File: src/rtl/gcd_ctrl.sv
// Euclidean GCD sequencer: loops a,b through an external modulo unit until b == 0.
// Optional out_iter port (modulo-call count) is enabled by defining GCD_ITER_CNT_EN.
module gcd_ctrl #(
  parameter int WIDTH  = 64,
  parameter int ITER_W = 8
) (
  input  logic              clk,
  input  logic              rst_n,
  input  logic              in_valid,
  output logic              in_ready,
  input  logic [WIDTH-1:0]  in_a,
  input  logic [WIDTH-1:0]  in_b,
  output logic              out_valid,
  input  logic              out_ready,
  output logic [WIDTH-1:0]  out_gcd,
  output logic              mod_start,
  output logic [WIDTH-1:0]  mod_dividend,
  output logic [WIDTH-1:0]  mod_divisor,
  input  logic              mod_done,
  input  logic [WIDTH-1:0]  mod_remainder,
`ifdef GCD_ITER_CNT_EN
  output logic [ITER_W-1:0] out_iter,
`endif
  output logic [2:0]        dbg_state
);

  // Handshakes: a transfer happens on a rising edge where valid && ready;
  // out_valid stays high with out_gcd stable until that edge, and valid
  // never waits on ready.
  typedef enum logic [2:0] {
    S_IDLE   = 3'd0,
    S_CHECK  = 3'd1,
    S_ISSUE  = 3'd2,
    S_WAIT   = 3'd3,
    S_RESULT = 3'd4
  } state_t;

  state_t             state, state_nxt;
  logic [WIDTH-1:0]   a_r, b_r;
  logic [ITER_W-1:0]  iter;
  logic               b_zero;

  assign b_zero       = (b_r == '0);
  assign mod_dividend = a_r;
  assign mod_divisor  = b_r;
  assign dbg_state    = state;
`ifdef GCD_ITER_CNT_EN
  assign out_iter     = iter;
`endif

  always_ff @(posedge clk or negedge rst_n) begin
    if (!rst_n) state <= S_IDLE;
    else        state <= state_nxt;
  end

  always_comb begin
    state_nxt = state;
    in_ready  = 1'b0;
    out_valid = 1'b0;
    mod_start = 1'b0;
    case (state)
      S_IDLE: begin
        in_ready = 1'b1;
        if (in_valid) state_nxt = S_CHECK;
      end
      S_CHECK:  state_nxt = b_zero ? S_RESULT : S_ISSUE;
      S_ISSUE: begin
        mod_start = 1'b1;
        state_nxt = S_WAIT;
      end
      S_WAIT:   if (mod_done) state_nxt = S_CHECK;
      S_RESULT: begin
        out_valid = 1'b1;
        if (out_ready) state_nxt = S_IDLE;
      end
      default:  state_nxt = S_IDLE;
    endcase
  end

  // Operands only move on accept or on a completed remainder, so the modulo
  // inputs hold steady from ISSUE through the mod_done cycle.
  always_ff @(posedge clk or negedge rst_n) begin
    if (!rst_n) begin
      a_r     <= '0;
      b_r     <= '0;
      out_gcd <= '0;
      iter    <= '0;
    end else begin
      case (state)
        S_IDLE: if (in_valid) begin
          a_r  <= in_a;
          b_r  <= in_b;
          iter <= '0;
        end
        S_CHECK: if (b_zero) out_gcd <= a_r;
        S_WAIT: if (mod_done) begin
          a_r  <= b_r;
          b_r  <= mod_remainder;
          iter <= iter + ITER_W'(1);
        end
        default: ;
      endcase
    end
  end

endmodule

File: config.mk
export PLATFORM = sky130hd
export DESIGN_NAME = gcd_ctrl
export DESIGN_NICKNAME = d
export VERILOG_FILES = /design/src/rtl/gcd_ctrl.sv
export SDC_FILE = /design/constraint.sdc
export NUM_CORES = 1
export LEC_CHECK = 0
export CELL_PAD_IN_SITES_DETAIL_PLACEMENT = 1
export CELL_PAD_IN_SITES_GLOBAL_PLACEMENT = 1
export CORE_UTILIZATION = 34
export CTS_CLUSTER_SIZE = 24
export DETAILED_ROUTE_END_ITERATION = 7
export PLACE_DENSITY = 0.95
export SLEW_MARGIN = 5
export SYNTH_ARGS = -nofsm -noshare
export SYNTH_HDL_FRONTEND = slang
export SYNTH_SLANG_ARGS = --single-unit
File: constraint.sdc
create_clock -name clk -period 4.1 [get_ports clk]
set_input_delay 1.23 -clock clk [delete_from_list [all_inputs] [get_ports clk]]
set_output_delay 1.23 -clock clk [all_outputs]
set_load 0.02 [all_outputs]
### After elaboration in Yosys (flattened, before gate mapping)

Index checks and enable logic that the tools add are counted.

| word-level totals | value |
|---|---|
| register bits after elaboration | 195 |
| output and inout port bits | 198 |

| operators by class | value |
|---|---|
| reductions and logical operators | 6 |
| equality and inequality tests | 7 |
| multiplexer cells | 14 |

Operator list:

| cell | count |
|---|---|
| 2-to-1 mux 64 bit | 4 |
| one-hot mux 64 bit (2 select lines) | 2 |
| zero test 64 bit | 1 |
| one-hot mux 3 bit (5 select lines) | 1 |
| 2-to-1 mux 3 bit | 4 |
| == test 3 x 2 -> 1 bit (second input constant) | 2 |
| != test 2 bit (second input constant) | 3 |
| AND reduction 3 bit | 2 |
| == test 3 x 1 -> 1 bit (second input constant) | 1 |
| == test 3 bit (second input constant) | 1 |
| zero test 3 bit | 1 |
| 2-to-1 mux 1 bit | 3 |
| AND reduction 2 bit | 1 |
| nonzero test 2 bit | 1 |

### Longest topological paths before layout

| logic depth | value |
|---|---|
| word-level depth | 3 |
| gate-level depth with buffers | 8 |
| depth with buffers taken out | 5 |

### Worst setup path after synthesis

OpenSTA, ideal clock, no wires.

| timing path | value |
|---|---|
| path type | register -> output |
| start | register state[1], in the netlist dbg_state[1] |
| end | output mod_start |
| data arrival time | 1.245 ns |
| stages on the path, launching flop included | 3 |
| path slack | 1.625 ns |
| cell sequence | dfrtp_1 > clkbuf_1 > nor3b_1 |

| on the way | value |
|---|---|
| word-level cells in the longest chain between the ends | 2 |

RTL lines:

| what | RTL line | source |
|---|---|---|
| from (decl) | 38 | `state_t state, state_nxt;` |
| from (signal assigned) | 53 | `else state <= state_nxt;` |
| == test 3 x 2 -> 1 bit | 61 | `case (state)` |
| 2-to-1 mux 1 bit | 61 |  |
| to (decl) | 16 | `output logic mod_start,` |

No other way between the ends.

### Worst setup path in the final report

| timing path | value |
|---|---|
| start | register b_r[47], in the netlist mod_divisor[47] |
| end | register out_gcd[3] |

| on the way | value |
|---|---|
| word-level cells in the longest chain between the ends | 2 |

RTL lines:

| what | RTL line | source |
|---|---|---|
| from (decl) | 39 | `logic [WIDTH-1:0] a_r, b_r;` |
| from (signal assigned) | 92 | `b_r <= in_b;` |
| from (signal assigned) | 98 | `b_r <= mod_remainder;` |
| zero test 64 bit | 43 | `assign b_zero = (b_r == '0);` |
| AND reduction 2 bit (no source line) | -- |  |
| to (signal assigned) | 95 | `S_CHECK: if (b_zero) out_gcd <= a_r;` |
| to (decl) | 15 | `output logic [WIDTH-1:0] out_gcd,` |

No other way between the ends.
A chain may end at the register's enable or synchronous reset.

==> key figures <==
Route
  • Drt wl/cell: 22.6 µm
  • Post-Route WL: 32500 µm
  • 1st-pass router iterations: 4
  • Via density: 5.10
  • DRT antenna net count: 0
  • Drt drc: 0
  • DR vias: 7345
  • Initial DRC Count: 407

Worst setup path
  • Max incr delay on CP: 0.88 ns
  • Reg2reg setup slack: 0.74 ns
  • FF-to-FF Start: mod_divisor[47]
  • Register-to-Register Path Depth: 6
  • Reg-to-Reg End: out_gcd[3]
  • Worst-path cell with the longest stage delay: or4b_4
  • Crit path max-delay family: simple AND/OR/NAND/NOR gates
  • Most frequent cell on the critical path: nor4_1
  • Crit Path Class: reg2reg
  • Required time of the worst setup path: 4.40 ns
  • Critical path peak fanout: 44
  • Crit path DAT: 3.66 ns
  • Critical path startpoint category: register
  • Critical-path cell list: nor4_1 -> nand4_1 -> nor4_1 -> or4b_4 -> buf_4 -> mux2_4
  • Worst Path Buf+Inv: 1
  • Worst Setup End Kind: register

Cells and area
  • Share of cells above drive strength 1: 9.42%
  • Area Overhead vs Synth: 55.5%
  • Layout net count: 1301
  • Most frequent cells in the layout: clkdlybuf4s50_1 (393), dfrtp_1 (195), nor2_1 (130), a21oi_1 (130), mux2i_1 (128)
  • Multi-input gate area: 3540 µm²
  • Reg area: 4880 µm²
  • # fillers: 2579
  • Post-route cell area: 13400 µm²
  • Commonest non-fill, non-tap cell in the layout: clkdlybuf4s50_1

Worst hold path
  • Hold path cells: 1
  • WHS Endpoint: out_gcd[4]
  • Hold Path Class: reg2reg
  • HP Start: out_gcd[4]

Floorplan
  • Core area: 24600 µm²
  • DIE AREA: 26100 µm²
  • Die X: 161 µm
  • Die Y: 161 µm
  • FP Rows: 57
  • Initial core utilization: 35.1%
  • Num ports: 395

Synthesis
  • Syn avg cell area: 11.8 µm²
  • Synth area leader: dfrtp_1
  • Mapped Cells: 732
  • Seq cells post-synth: 195
  • Sequential area share after synthesis: 56.4%
  • YS warnings: 0
  • Synth top area cells: dfrtp_1 (56%), mux2i_1 (15%), mux2_4 (8.5%)
  • Mapped Nets: 929
  • Synthesized area: 8640 µm²
  • Yosys cell types: 21
  • Share of the synthesized area in the top cell type: 56.4%

CTS
  • Bufs on Longest Clock Path: 2
  • CTS tree: done
  • Resized cells post-CTS: 0
  • Clock slew at reported path FFs: 0.07 ns
  • # hold bufs at CTS: 0
  • CTS Buf Count: 17
  • Worst skew pair latency: 0.43 ns
  • Post-CTS Setup Inserts: 0
  • Sink Count: 195
  • Root buffer cell: clkbuf_16
  • Htree depth: 4

Placed design
  • Dpl ws: 0.779 ns
  • Gpl congestion: 0.896
  • DPL Wire Length: 24700 µm
  • Placed Area: 12900 µm²
  • Port buffer count: 394

Timing
  • F_max: 298 MHz
  • Slew headroom: 42.0%
  • Slew Limit Fails: 0
  • Worst Skew: 0.0189 ns
  • Setup TNS: 0 ns
  • Final hold vios: 0
  • Fin crit share: 81.9%
  • Tmin final: 3.36 ns
  • RSZ-0062 raised after global routing: no
  • Slew @ Worst Pin: 0.869 ns
  • Final Worst Setup Slack: 0.743 ns
  • # setup viols final: 0

Power and ir drop
  • Total Power: 9.65 mW
  • Leak: 6.10 nW
  • Maximum vdd ir drop: 0.648 mV
  • Power per Cell Area: 717 nW/µm²

GRT
  • GRT Util Overall: 25.0%
  • Largest net degree at the start of global routing: 149
  • Grt ovf: 0
  • First-pass GRT wire length: 48800 µm
  • Vias in the first global route: 8128
  • Initial antenna violation count: 1

Run status
  • Status: complete, no violations

Flow run
  • Number of max-cap violations: 0
## cell families (layout without fill, tap and decap cells)
logic type	after synthesis	in the layout	synth area share, %
buffers and inverters	52	435	2.81
multiplexers	192	192	25.3
other	0	1	0
AO/OA/AOI/OAI	132	132	7.64
flip-flops	195	195	56.4
AND/OR/NAND/NOR	161	161	7.82
## Yosys cell counts, drive strengths merged
cell / n
dfrtp: 195
a21oi: 131
nor2: 130
mux2i: 128
mux2: 64
clkbuf: 38
nor4: 17
buf: 12
nand2: 4
nand4: 4
inv: 2
nand3: 1
nand3b: 1
nor3: 1
nor3b: 1
o21ai: 1
or3: 1
or4b: 1
## report_power, final
part | switching, mW | total [mW] | internal (mW)
combinational | 2.66 | 4.79 | 2.13
sequential | 0.725 | 3.29 | 2.56
clock | 0.779 | 1.56 | 0.786
## final cells by class
class | count | share of cell area (%)
antenna | 1 | 0.0186
multi-input combinational | 485 | 26.3
inverter | 2 | 0.0558
sequential | 195 | 36.3
timing repair buffer | 403 | 30.3
clock inverter | 12 | 0.782
tap | 324 | 3.02
clock buffer | 18 | 3.19
## routing by layer
metal,up-vias,GRT usage [%],part of all wire (%)
met5,-,0,0
met4,0,13.4,4.7
met3,82,4.65,4.3
met2,273,44.1,53
met1,3676,28.7,38
li1,3314,-,-
## how the worst max path moves through the flow
stage                                from          end  depth (start not counted)
after floorplan              dbg_state[1]    mod_start                          2
after global placement    mod_divisor[47]   out_gcd[3]                          6
after detailed placement  mod_divisor[47]  out_gcd[56]                          6
after CTS                 mod_divisor[30]   out_gcd[3]                          6
after global routing      mod_divisor[47]   out_gcd[4]                          6
final                     mod_divisor[47]   out_gcd[3]                          6
## per-stage QoR
stage          hold slack [ns]  cells  util [%]
6_report                 0.512   1440      54.6
5_1_grt                  0.528   1440      54.6
4_1_cts                  0.513   1439      54.6
3_5_place_dp             0.492   1409      52.5
3_3_place_gp             0.487   1409      52.5
2_1_floorplan            0.628    732         -
## sequential cells by signal (all words and copies together) (netlist names)
signal        cells
dbg_state         3
mod_divisor      64
mod_dividend     64
out_gcd          64
No activity file was read; power rests on OpenSTA's default activity.
